==> src/rtl/ldtu_word_serializer_pkg.sv <==
// Shared constants and helpers for the LDTU 32-bit word serializer gearbox.
package ldtu_ser_pkg;

  localparam int          LDTU_NBITS_32     = 32;
  localparam logic [31:0] LDTU_IDLE_PATTERN = 32'h5A5A5A5A;

  function automatic int beats(input int out_w);
    return LDTU_NBITS_32 / out_w;
  endfunction

  // Slice idx of a word in transmission order, right-aligned in the result.
  function automatic logic [31:0] slice_sel(input logic [31:0] word, input int idx,
                                            input int out_w, input bit msb_first);
    logic [31:0] mask;
    mask = (32'd1 << out_w) - 32'd1;
    if (msb_first) return (word >> (LDTU_NBITS_32 - (idx + 1) * out_w)) & mask;
    else           return (word >> (idx * out_w)) & mask;
  endfunction

endpackage

==> src/rtl/ldtu_word_serializer_if.sv <==
// Word-in / slice-out bus of the LDTU serializer; DOUT_PARITY exists only with LDTU_SER_PARITY_EN.
interface ldtu_word_serializer_if #(parameter int OUT_W = 8);
  import ldtu_ser_pkg::*;

  logic [LDTU_NBITS_32-1:0] DIN;
  logic                     DIN_VALID;
  logic                     DIN_READY;
  logic                     SER_EN;
  logic [OUT_W-1:0]         DOUT;
  logic                     DOUT_FIRST;
  logic                     DOUT_IDLE;
  logic [1:0]               BUF_LEVEL;
  logic                     OVERFLOW;
`ifdef LDTU_SER_PARITY_EN
  logic                     DOUT_PARITY;

  modport master (output DIN, DIN_VALID, SER_EN,
                  input  DIN_READY, DOUT, DOUT_FIRST, DOUT_IDLE, BUF_LEVEL, OVERFLOW, DOUT_PARITY);
  modport slave  (input  DIN, DIN_VALID, SER_EN,
                  output DIN_READY, DOUT, DOUT_FIRST, DOUT_IDLE, BUF_LEVEL, OVERFLOW, DOUT_PARITY);
`else
  modport master (output DIN, DIN_VALID, SER_EN,
                  input  DIN_READY, DOUT, DOUT_FIRST, DOUT_IDLE, BUF_LEVEL, OVERFLOW);
  modport slave  (input  DIN, DIN_VALID, SER_EN,
                  output DIN_READY, DOUT, DOUT_FIRST, DOUT_IDLE, BUF_LEVEL, OVERFLOW);
`endif

endinterface

==> src/rtl/ldtu_word_serializer_fifo2.sv <==
// Two-entry 32-bit FIFO buffering link words ahead of the serializer shift register.
module ldtu_ser_fifo2
  import ldtu_ser_pkg::*;
(
  input  logic                     clk,
  input  logic                     rst_n,
  input  logic                     push,
  input  logic [LDTU_NBITS_32-1:0] din,
  input  logic                     pop,
  output logic [LDTU_NBITS_32-1:0] head,
  output logic [1:0]               level
);

  logic [LDTU_NBITS_32-1:0] mem_q [2];
  logic [LDTU_NBITS_32-1:0] mem_d [2];
  logic                     rd_ptr_q, rd_ptr_d;
  logic                     wr_ptr_q, wr_ptr_d;
  logic [1:0]               level_q, level_d;

  always_comb begin
    mem_d    = mem_q;
    rd_ptr_d = rd_ptr_q ^ pop;
    wr_ptr_d = wr_ptr_q ^ push;
    level_d  = level_q;
    if (push) mem_d[wr_ptr_q] = din;
    case ({push, pop})
      2'b10:   level_d = level_q + 2'd1;
      2'b01:   level_d = level_q - 2'd1;
      default: level_d = level_q;
    endcase
  end

  // Storage carries no reset: occupancy alone decides what is valid.
  always_ff @(posedge clk) begin
    mem_q <= mem_d;
  end

  always_ff @(posedge clk or negedge rst_n) begin
    if (!rst_n) begin
      rd_ptr_q <= 1'b0;
      wr_ptr_q <= 1'b0;
      level_q  <= 2'd0;
    end else begin
      rd_ptr_q <= rd_ptr_d;
      wr_ptr_q <= wr_ptr_d;
      level_q  <= level_d;
    end
  end

  assign head  = mem_q[rd_ptr_q];
  assign level = level_q;

endmodule

==> src/rtl/ldtu_word_serializer.sv <==
// 32-bit word to OUT_W-bit slice gearbox with idle fill; LDTU_SER_PARITY_EN adds DOUT_PARITY.
module ldtu_word_serializer
  import ldtu_ser_pkg::*;
#(
  parameter int          OUT_W        = 8,
  parameter logic [31:0] IDLE_PATTERN = LDTU_IDLE_PATTERN,
  parameter bit          MSB_FIRST    = 1'b1
) (
  input  logic                  CLK,
  input  logic                  RST,
  ldtu_word_serializer_if.slave bus
);

  localparam int BEATS = beats(OUT_W);
  localparam int CNT_W = $clog2(BEATS);

  if (OUT_W != 1 && OUT_W != 2 && OUT_W != 4 && OUT_W != 8 && OUT_W != 16) begin : g_bad_out_w
    $error("ldtu_word_serializer: OUT_W must be one of 1,2,4,8,16");
  end

  logic [LDTU_NBITS_32-1:0] fifo_head;
  logic [1:0]               fifo_level;
  logic                     din_ready, push, pop, load;

  logic [CNT_W-1:0]         cnt_q, cnt_d;
  logic                     active_q, active_d;
  logic [LDTU_NBITS_32-1:0] shift_q, shift_d;
  logic [OUT_W-1:0]         dout_q, dout_d;
  logic                     first_q, first_d;
  logic                     idle_q, idle_d;
  logic                     ovf_q, ovf_d;
  logic [LDTU_NBITS_32-1:0] load_word;

  assign din_ready = (fifo_level != 2'd2);
  assign push      = bus.DIN_VALID & din_ready;
  // Parked (no word in flight) counts as a load opportunity on every edge.
  assign load      = !active_q || (cnt_q == CNT_W'(BEATS - 1));

  ldtu_ser_fifo2 u_fifo (
    .clk   (CLK),
    .rst_n (RST),
    .push  (push),
    .din   (bus.DIN),
    .pop   (pop),
    .head  (fifo_head),
    .level (fifo_level)
  );

  always_comb begin
    cnt_d     = cnt_q;
    active_d  = active_q;
    shift_d   = shift_q;
    dout_d    = dout_q;
    first_d   = first_q;
    idle_d    = idle_q;
    ovf_d     = ovf_q | (bus.DIN_VALID & ~din_ready);
    pop       = 1'b0;
    load_word = IDLE_PATTERN;
    if (load) begin
      cnt_d = '0;
      if (bus.SER_EN) begin
        // Level before the edge decides: a word pushed on this same edge waits a period.
        if (fifo_level != 2'd0) begin
          pop       = 1'b1;
          load_word = fifo_head;
        end
        active_d = 1'b1;
        shift_d  = load_word;
        dout_d   = OUT_W'(slice_sel(load_word, 0, OUT_W, MSB_FIRST));
        first_d  = 1'b1;
        idle_d   = ~pop;
      end else begin
        active_d = 1'b0;
        dout_d   = '0;
        first_d  = 1'b0;
        idle_d   = 1'b1;
      end
    end else begin
      cnt_d   = cnt_q + CNT_W'(1);
      shift_d = MSB_FIRST ? (shift_q << OUT_W) : (shift_q >> OUT_W);
      dout_d  = OUT_W'(slice_sel(shift_q, 1, OUT_W, MSB_FIRST));
      first_d = 1'b0;
    end
  end

  always_ff @(posedge CLK or negedge RST) begin
    if (!RST) begin
      cnt_q    <= '0;
      active_q <= 1'b0;
      shift_q  <= IDLE_PATTERN;
      dout_q   <= '0;
      first_q  <= 1'b0;
      idle_q   <= 1'b1;
      ovf_q    <= 1'b0;
    end else begin
      cnt_q    <= cnt_d;
      active_q <= active_d;
      shift_q  <= shift_d;
      dout_q   <= dout_d;
      first_q  <= first_d;
      idle_q   <= idle_d;
      ovf_q    <= ovf_d;
    end
  end

  assign bus.DIN_READY  = din_ready;
  assign bus.DOUT       = dout_q;
  assign bus.DOUT_FIRST = first_q;
  assign bus.DOUT_IDLE  = idle_q;
  assign bus.BUF_LEVEL  = fifo_level;
  assign bus.OVERFLOW   = ovf_q;

`ifdef LDTU_SER_PARITY_EN
  logic par_q, par_d;

  always_comb begin
    par_d = par_q;
    if (load) par_d = pop ? ^fifo_head : 1'b0;
  end

  always_ff @(posedge CLK or negedge RST) begin
    if (!RST) par_q <= 1'b0;
    else      par_q <= par_d;
  end

  assign bus.DOUT_PARITY = par_q;
`endif

endmodule
==> src/flat_wrapper.sv <==
// flat-port wrapper written by rule: the top's interface ports become plain ports
module ldtu_word_serializer_flat import ldtu_ser_pkg::*;
#(
  parameter int          OUT_W        = 8,
  parameter logic [31:0] IDLE_PATTERN = LDTU_IDLE_PATTERN,
  parameter bit          MSB_FIRST    = 1'b1
)
  (CLK, RST, bus_DIN, bus_DIN_VALID, bus_SER_EN, bus_DIN_READY, bus_DOUT, bus_DOUT_FIRST, bus_DOUT_IDLE, bus_BUF_LEVEL, bus_OVERFLOW);
  ldtu_word_serializer_if #(.OUT_W(OUT_W)) bus_i ();
  input  logic CLK;
  input  logic RST;
  input wire logic [$bits(bus_i.DIN)-1:0] bus_DIN;
  input wire logic [$bits(bus_i.DIN_VALID)-1:0] bus_DIN_VALID;
  input wire logic [$bits(bus_i.SER_EN)-1:0] bus_SER_EN;
  output wire logic [$bits(bus_i.DIN_READY)-1:0] bus_DIN_READY;
  output wire logic [$bits(bus_i.DOUT)-1:0] bus_DOUT;
  output wire logic [$bits(bus_i.DOUT_FIRST)-1:0] bus_DOUT_FIRST;
  output wire logic [$bits(bus_i.DOUT_IDLE)-1:0] bus_DOUT_IDLE;
  output wire logic [$bits(bus_i.BUF_LEVEL)-1:0] bus_BUF_LEVEL;
  output wire logic [$bits(bus_i.OVERFLOW)-1:0] bus_OVERFLOW;
  assign bus_i.DIN = bus_DIN;
  assign bus_i.DIN_VALID = bus_DIN_VALID;
  assign bus_i.SER_EN = bus_SER_EN;
  assign bus_DIN_READY = bus_i.DIN_READY;
  assign bus_DOUT = bus_i.DOUT;
  assign bus_DOUT_FIRST = bus_i.DOUT_FIRST;
  assign bus_DOUT_IDLE = bus_i.DOUT_IDLE;
  assign bus_BUF_LEVEL = bus_i.BUF_LEVEL;
  assign bus_OVERFLOW = bus_i.OVERFLOW;
  ldtu_word_serializer #(.OUT_W(OUT_W), .IDLE_PATTERN(IDLE_PATTERN), .MSB_FIRST(MSB_FIRST)) u_core (.CLK(CLK), .RST(RST), .bus(bus_i));
endmodule
==> config.mk <==
export PLATFORM = sky130hd
export DESIGN_NAME = ldtu_word_serializer_flat
export DESIGN_NICKNAME = d
export VERILOG_FILES = /design/src/rtl/ldtu_word_serializer_pkg.sv /design/src/rtl/ldtu_word_serializer_if.sv /design/src/rtl/ldtu_word_serializer_fifo2.sv /design/src/rtl/ldtu_word_serializer.sv /design/src/flat_wrapper.sv
export SDC_FILE = /design/constraint.sdc
export NUM_CORES = 1
export LEC_CHECK = 0
export CORE_ASPECT_RATIO = 0.6
export CORE_UTILIZATION = 50
export CTS_BUF_LIST = sky130_fd_sc_hd__clkbuf_16
export DETAILED_ROUTE_END_ITERATION = 6
export HOLD_SLACK_MARGIN = 0.12
export PLACE_DENSITY_LB_ADDON = 0.3
export RECOVER_POWER = 100
export SKIP_CTS_REPAIR_TIMING = 1
export SLEW_MARGIN = 20
export SYNTH_ARGS = -nofsm -noshare
export SYNTH_HDL_FRONTEND = slang
export SYNTH_SLANG_ARGS = --single-unit
==> constraint.sdc <==
create_clock -name CLK -period 3.79 [get_ports CLK]
set_clock_uncertainty 0.15 [all_clocks]
set_input_delay 1.137 -clock CLK [delete_from_list [all_inputs] [get_ports CLK]]
set_output_delay 1.137 -clock CLK [all_outputs]
set_load 0.01 [all_outputs]
---- Yosys cells after proc, flatten, opt, wreduce, memory -nomap -nowiden ----
Index checks and enable logic that the tools add are counted.
storage, ports and cells
  bits in registers ....................... 106
  latch bits .............................. 0
  RAM bits ................................ 0
  memory bits (read-only) ................. 0
  logic and storage cells ................. 58
  memories ................................ 0
operators by class
  add/sub/neg operators ................... 3
  $mul .................................... 0
  div/mod/pow operators ................... 0
  magnitude comparators ................... 3
  eq/ne operators ......................... 5
  shifts and indexed selects .............. 0
  muxes and demuxes ....................... 21
  bitwise logic cells ..................... 9
  reduce and logical (&&, ||, !) cells .... 5
operators with widths
  operator                                              number
  2-to-1 mux 32 bit                                     5
  bitwise mux 64 bit                                    1
  2-to-1 mux 24 bit                                     2
  demux 32 bit (select 1 bit)                           1
  2-to-1 mux 8 bit                                      2
  2-to-1 mux 1 bit                                      8
  adder 2 x 1 -> 2 bit (second input constant)          2
  equality test 2 bit (second input constant)           2
  >= comparator 2 bit (second input constant)           2
  inequality test 2 bit (second input constant)         2
  NOT 1 -> 2 bit                                        2
  one-hot mux 2 bit (2 select lines)                    1
  nonzero test 2 bit                                    2
  bitwise AND 1 bit                                     2
  equality test 2 x 1 -> 1 bit (second input constant)  1
  < comparator 2 x 1 -> 1 bit (second input constant)   1
  2-to-1 mux 2 bit                                      1
  NOT 1 bit                                             2
  subtractor 2 x 1 -> 2 bit (second input constant)     1
  bitwise XOR 1 bit                                     2
  logical AND 1 bit                                     1
  logical NOT 1 bit                                     1
  logical OR 1 bit                                      1
  OR 1 bit                                              1

---- Depth between registers and ports, before layout ----
Gate-level depths: netlist of run 1.
  depth in word-level cells ............... 8
  depth in mapped cells ................... 10
  mapped depth without buffers ............ 8

---- Hierarchy ----
From an unflattened synthesis of run 1, not the netlist that was laid out.
second synthesis, totals
  cells, all modules ...................... 269
  area total of the unflattened synthesis .. 4,250.3 sq um
modules (own cells, without submodules)
  module                times used  cells an instance  area an instance (sq um)  seq. area each (sq um)
  ldtu_ser_fifo2        1           115                2,650.0                   2,021.9
  ldtu_word_serializer  1           154                1,600.3                   967.2

---- Worst setup path before layout of run 1 ----
Ideal clock, no wire load.
  kind .................................... input port to flip-flop
  start ................................... in bus_DIN_VALID
  end ..................................... reg u_core.u_fifo.mem_q[0] (netlist bit), enable pin
  library setup time ...................... 392 ps
  arrival ................................. 2,103 ps
  data required time ...................... 3,248 ps
  setup slack ............................. 1,145 ps
  cell stages on the path ................. 3
  path buffers ............................ 0
  path through ............................ nand2_1 -> inv_1 -> ha_1
between the ends
  word-level cells in the longest chain between the ends .. 1
ends and longest elaborated chain
  item                  RTL line                          source
  start, declared       flat_wrapper.sv:13                input wire logic [$bits(bus_i.DIN_VALID)-1:0] bus_DIN_VALID;
  bitwise AND 1 bit     ldtu_word_serializer.sv:35        assign push = bus.DIN_VALID & din_ready;
  end signal, assigned  ldtu_word_serializer_fifo2.sv:35  mem_q <= mem_d;
  end, declared         ldtu_word_serializer_fifo2.sv:14  logic [LDTU_NBITS_32-1:0] mem_q [2];
No other way between the ends.
A chain may end at the register's enable or synchronous reset.

---- Final worst setup path of run 1 ----
  start ................................... in bus_SER_EN
  end ..................................... reg u_core.shift_q[15]
between the ends
  word-level cells in the longest chain between the ends .. 1
ends and longest elaborated chain
  item                                    RTL line                    source
  start, declared                         flat_wrapper.sv:14          input wire logic [$bits(bus_i.SER_EN)-1:0] bus_SER_EN;
  inequality test 2 bit (no source line)  n/a
  end signal, assigned                    ldtu_word_serializer.sv:98  shift_q <= shift_d;
  end, declared                           ldtu_word_serializer.sv:27  logic [LDTU_NBITS_32-1:0] shift_q, shift_d;
No other way between the ends.

==> results of run 1 <==
==> cell families (layout without fill, tap and decap cells) <==
logic type	count (synthesis)	count (layout)
muxes	28	28
and+or+nand+nor	43	43
xor gates and xnor gates	4	4
buffers and inverters	23	81
adders and majority gates	4	4
DFF	106	106
AOI/OAI and AO/OA	60	60
==> Yosys cell counts (all sizes together) <==
master / count / area, sq um
buf: 8 / 68.8
o21ai: 21 / 120
xor2: 1 / 8.76
a211oi: 4 / 30.0
xnor2: 3 / 33.8
mux2: 15 / 169
o21a: 3 / 22.5
mux2i: 13 / 130
and2: 1 / 6.26
inv: 9 / 33.8
or3: 1 / 11.3
nor2b: 5 / 38.8
dfrtp: 29 / 726
edfxtp: 64 / 1920
o221ai: 1 / 8.76
a21oi: 17 / 85.1
o22ai: 8 / 50.1
o2bb2ai: 4 / 35.0
ha: 4 / 50.1
nor2: 10 / 37.5
a221oi: 1 / 8.76
nand2b: 2 / 12.5
clkbuf: 6 / 22.5
o21bai: 1 / 7.51
dfstp: 13 / 342
nand2: 24 / 90.1
==> routing by layer <==
| metal | part of all wire, % | vias up |
|---|---|---|
| met1 | 52 | 1113 |
| met4 | 1.5 | 0 |
| met3 | 4.2 | 9 |
| met2 | 42 | 51 |
| li1 | - | 1076 |
| met5 | 0 | - |
==> stage by stage <==
step                      hold WS (ps)  instance area (sq um)  cells
after floorplan                    260                   4070    268
after global placement             273                   4650    418
after detailed placement           290                   4650    418
after CTS                          301                   4980    434
after global routing               319                   4930    434
final                              298                   4930    434
==> worst paths after layout <==
kind                                                start                        endpoint  cells after the start
worst max-delay path                           bus_SER_EN  u_core.shift_q[15]$_DFFE_PN0P_                      5
worst min-delay path            u_core.cnt_q[0]$_DFF_PN0_       u_core.cnt_q[0]$_DFF_PN0_                      1
worst max register to register  u_core.cnt_q[0]$_DFF_PN0_   u_core.shift_q[2]$_DFFE_PN0P_                      5
worst min register to register  u_core.cnt_q[0]$_DFF_PN0_       u_core.cnt_q[0]$_DFF_PN0_                      1
max in group asynchronous                             RST    u_core.bus.DOUT[5]$_DFF_PN0_                      1
min in group asynchronous                             RST  u_core.shift_q[23]$_DFFE_PN0P_                      1
==> layout make-up <==
type | count | area [sq um] | area share [%]
Inverter | 9 | 33.8 | 0.685
Tap cell | 108 | 135 | 2.74
Clock buffer | 9 | 225 | 4.57
Clock inverter | 7 | 104 | 2.11
Multi-Input combinational cell | 139 | 928 | 18.8
Timing Repair Buffer | 56 | 518 | 10.5
Sequential cell | 106 | 2990 | 60.6
==> registers in the layout, indices dropped and copies added, names as in the netlist, 2 cells and up <==
name / flops
u_core.u_fifo.mem_q: 64
u_core.u_fifo.level: 2
u_core.shift_q: 24
u_core.bus.DOUT: 8
u_core.cnt_q: 2
==> power by group <==
group / total [mW] / internal [mW] / switching (mW)
Sequential: 1.78 / 1.63 / 0.149
Combinational: 1.04 / 0.440 / 0.597
Clock: 0.989 / 0.584 / 0.405
Total: 3.81 / 2.66 / 1.15
==> metrics.md, run 1 <==
| Metric | Value |
|---|---|
| Crit path required time | about 4000 ps |
| Post-Syn Area per Cell | about 15 sq um |
| Fin crit share | about four fifths |
| GRT met1 Usage | 27.3% |
| Commonest non-fill, non-tap cell in the layout | edfxtp_1 |
| Filler Cell Count | 616 |
| Worst Setup End Kind | register |
| WL/cell | ~16 microns |
| Number of DRC markers in iteration 0 | between 150 and 200 |
| Sequential area share after synthesis | about three quarters |
| Routed wire length | roughly 6.9 mm |
| # IOs | 50 |
| Num rows | 25 |
| Clk slew on worst S/H paths | roughly 70 ps |
| RSZ-0062 raised after global routing | false |
| Period minus WS final | between 3000 and 4000 ps |
| Worst-Skew Late Latency | approximately 340 ps |
| Commonest cells after routing, fill and taps aside | edfxtp_1, dlygate4sd3_1, dfrtp_1 |
| CP startpoint kind | input port |
| Final core occ | between 60 and 70% |
| Starting Density | around half |
| Failing checks | capacitance limit, slew limit |
| Drt pass-1 iters | 4 |
| DRC viols | 0 |
| Core Area | between 7000 and 8000 sq um |
| Worst setup margin | 700 ps |
| Status | complete, but fails checks |
| Most used routing layer | met1 |
| Vias in the first global route | around 2300 |
| PortBufs | about 50 |
| Final setup fails | 0 |
| R2R Setup Slk | 1260 ps |
| Max cap viols | 1 |
| Die area | between 8000 and 9000 sq um |
| Met3 GRT Util | 5.41% |
| Post-Syn Area | approximately 4000 sq um |
| Final net count | roughly 360 |
| Total Power | ~3.8 mW |
| Achievable Freq | between 300 and 400 MHz |
| Post-DP HPWL | 4.49 mm |
| Min-delay worst type | register to register |
| Net Count, Synth | 308 |
| H-tree Lvls | 3 |
| Adder-cell share of the synthesized area | 1.23% |
| Synth Area in Compound Gates | 9.04% |
| Vias per inst | around 5.2 |
| Die Span Y | slightly above 70 microns |
| Final Hold Fails | 0 |
| Syn Inst Count | 268 |
| Initial antenna violation count | 0 |
| Place WS | slightly below 700 ps |
| First-pass GRT wire length | 11.6 mm |
| Maximum clock path buffer count | 2 |
| Slew Limit Fails | 43 |
| CP Buf/Inv Count | 2 |
| Post-synthesis mux area share | ~7.3% |
| Post-Route Setup TNS | 0 ps |
| Worst Path Arrival | 3230 ps |
| Largest family of logic cells by synthesized area | compound AO/OA/AOI/OAI gates |
| Synth-to-layout area growth | 21.2% |
| CP max-delay cell | dlygate4sd3_1 |
| Met2 Usage GRT | 26.7% |
| Routability congestion estimate | 0.794 |
| Die width | 118 microns |
| ANT cells | 0 |
| Total track usage | a little under a fifth |
| Routed Antenna Nets | 0 |
| Cts bufs inserted | 9 |
| Kind of critical path | input port to register |
| Lkg Pwr | around 1.9 nW |
| Critical-path cell list | dlygate4sd3_1, clkbuf_1, o21ai_1, o221ai_1, o21a_1 |
| CP Max Fanout | 17 |
| Share of layout cells above drive strength 1 | 14.4% |
| CTS sink cnt | between 100 and 150 |
| Pwr dens | 772 nW/um^2 |
| XOR/XNOR Fraction of Synth Area | under 10% |
| Delay-heaviest family, CP | buffers and inverters |
| Synth Register Bits | 106 |
| Post-Synth Simple-Gate Area | ~4.8% |
| DR vias | between 2000 and 2500 |
| Max-slew headroom | -47.5% |
| Ys Warns | 0 |
| Gr ovfl total | 0 |
| Crit-path max cell delay | roughly 570 ps |
| Largest net degree at the start of global routing | 43 |
| Max IR drop VDD | 0.000381 V |
| Synth unique cells | 32 |
| TritonCTS clock tree | built |
| Clock root buffer | clkbuf_16 |
| Worst-margin pin slew | between 2000 and 2500 ps |
No activity file was read; power rests on OpenSTA's default activity.
==> inputs of run 2 (changes only) <==
clock period = 3.1 ns   (was 3.79 ns; I/O delays follow)
==> metrics.md, run 2 (same netlist as run 1, synthesis figures left out) <==
| Metric | Value |
|---|---|
| Commonest cells after routing, fill and taps aside | edfxtp_1, dlygate4sd3_1, dfrtp_1 |
| DR vias | 2245 (-0.18%) |
| RSZ-0062 raised after global routing | false |
| Multi-input gate area | 932 sq um (+0.40%) |
| Worst Path Arrival | 2840 ps (-390 ps) |
| DRC viols | 0 (unchanged) |
| Routed wire length | 6.93 mm (+0.80%) |
| Initial antenna violation count | 0 (unchanged) |
| Cts bufs inserted | 9 (unchanged) |
| Crit path required time | 3210 ps (-720 ps) |
| Drt pass-1 iters | 4 (unchanged) |
| # IOs | 50 (unchanged) |
| CP Max Fanout | 17 (unchanged) |
| Crit-path max cell delay | 590 ps (+20 ps) |
| Period minus WS final | 2740 ps |
| Die Span Y | 71.9 microns (unchanged) |
| CP startpoint kind | input port |
| Routability congestion estimate | 0.821 (+3.3%) |
| Share of layout cells above drive strength 1 | 14.7% (+0.26 points) |
| TritonCTS clock tree | built |
| Final Hold Fails | 0 (unchanged) |
| Total track usage | 18.3% (-0.33 points) |
| ANT cells | 0 (unchanged) |
| Biggest register | u_core.u_fifo.mem_q |
| Vias per inst | 5.16 (-0.41%) |
| Number of DRC markers in iteration 0 | 192 (+12%) |
| Largest net degree at the start of global routing | 43 (unchanged) |
| Pwr dens | 925 nW/um^2 (+20%) |
| Placed insts | 419 (+0.24%) |
| Final net count | 362 (+0.28%) |
| Final instance area | 4900 sq um (-0.74%) |
| Synth-to-layout area growth | 20.3% |
| Max cap viols | 0 (-1) |
| Max-slew headroom | 9.06% (+57 points) |
| Worst Setup End Kind | register |
| Slew Limit Fails | 0 (-100%) |
| Max reg flops | 64 (unchanged) |
| First-pass GRT wire length | 11.4 mm (-2.4%) |
| Post-Layout Cell Count | 435 (+0.23%) |
| Placement Cell Area | 4660 sq um (+0.16%) |
| Worst-margin pin slew | 1360 ps (-849 ps) |
| Num rows | 25 (unchanged) |
| Core Area | 7880 sq um (unchanged) |
| Status | completed |
| Die width | 118 microns (unchanged) |
| Maximum clock path buffer count | 2 (unchanged) |
| Final setup fails | 0 (unchanged) |
| Post-DP HPWL | 4.64 mm (+3.3%) |
| Clock root buffer | clkbuf_16 |
| Min-delay worst type | register to register |
| Critical-path cell list | clkdlybuf4s50_1, clkbuf_1, o21a_1, a221oi_1, a21oi_1 |
| H-tree Lvls | 3 (unchanged) |
| Starting Density | 51.6% (unchanged) |
| Worst-Skew Late Latency | 340 ps (about the same) |
| Max IR drop VDD | 0.000447 V (+17%) |
| CP max-delay cell | clkbuf_1 |
| Achievable Freq | ~370 MHz |
| Register Area | 2990 sq um (unchanged) |
| Vias in the first global route | 2177 (-4.2%) |
| Filler Cell Count | 605 (-1.8%) |
| Kind of critical path | input port to register |
| Commonest non-fill, non-tap cell in the layout | edfxtp_1 |
| Die area | 8520 sq um (unchanged) |
| Fin crit share | between 80 and 90% |
| CTS sink cnt | 106 (unchanged) |
| Routed Antenna Nets | 0 (unchanged) |
| WL/cell | 15.9 microns (+0.57%) |
| Total Power | 4.53 mW (+19%) |
| Lkg Pwr | 1.89 nW (+0.20%) |
| Gr ovfl total | 0 (unchanged) |
| Clk slew on worst S/H paths | 60 ps (about the same) |
| Post-Route Setup TNS | 0 ps (unchanged) |
| PortBufs | 49 (unchanged) |
## run 2: worst max-delay path, delay by kind of cell
family	cells	cell delay [ps]
buffers and inverters	2	1100
AOI/OAI and AO/OA	3	800
## run 2: path summary, 6_finish.rpt
path                                           startpoint  cells past startpoint                          endpoint  slack [ps]
worst min register to register  u_core.cnt_q[0]$_DFF_PN0_                      1         u_core.cnt_q[0]$_DFF_PN0_         290
worst max-delay path                           bus_SER_EN                      5    u_core.shift_q[23]$_DFFE_PN0P_         360
worst min-delay path            u_core.cnt_q[0]$_DFF_PN0_                      1         u_core.cnt_q[0]$_DFF_PN0_         290
max in group asynchronous                             RST                      1     u_core.shift_q[5]$_DFFE_PN0P_        1650
min in group asynchronous                             RST                      1  u_core.u_fifo.wr_ptr_q$_DFF_PN0_         570
worst max register to register  u_core.cnt_q[0]$_DFF_PN0_                      5     u_core.shift_q[0]$_DFFE_PN0P_         570
## run 2: per-layer routing
layer	vias to the layer above	global-route usage (%)	part of all wire (%)
met3	6	6.69	5.9
met1	1101	26.9	51
met2	61	25.3	43
li1	1077	-	-
met4	0	5.63	0.81
met5	-	0	0
## run 2: area by class of cell
class                   instances  share of cell area [%]
flip-flops and latches        106                    61.0
multi-input cells             139                    19.0
repair buffers                 57                    10.7
clock buffers                   9                    4.60
well taps                     108                    2.76
clock inverters                 7                    1.15
inverters                       9                   0.690
## run 2: power breakdown
| group | internal [mW] | leakage (nW) | switching, mW |
|---|---|---|---|
| sequential | 2.00 | 1.09 | 0.156 |
| clock | 0.612 | 0.153 | 0.458 |
| combinational | 0.545 | 0.650 | 0.759 |
| total | 3.16 | 1.89 | 1.37 |
## run 2: through the flow
step / util (%) / hold WS [ps] / setup WS, ps
2_1_floorplan: - / 260 / 662
5_1_grt: 62.1 / 314 / 222
3_3_place_gp: 59.1 / 270 / 223
3_5_place_dp: 59.1 / 284 / 212
6_report: 62.1 / 285 / 364
4_1_cts: 62.7 / 290 / 406
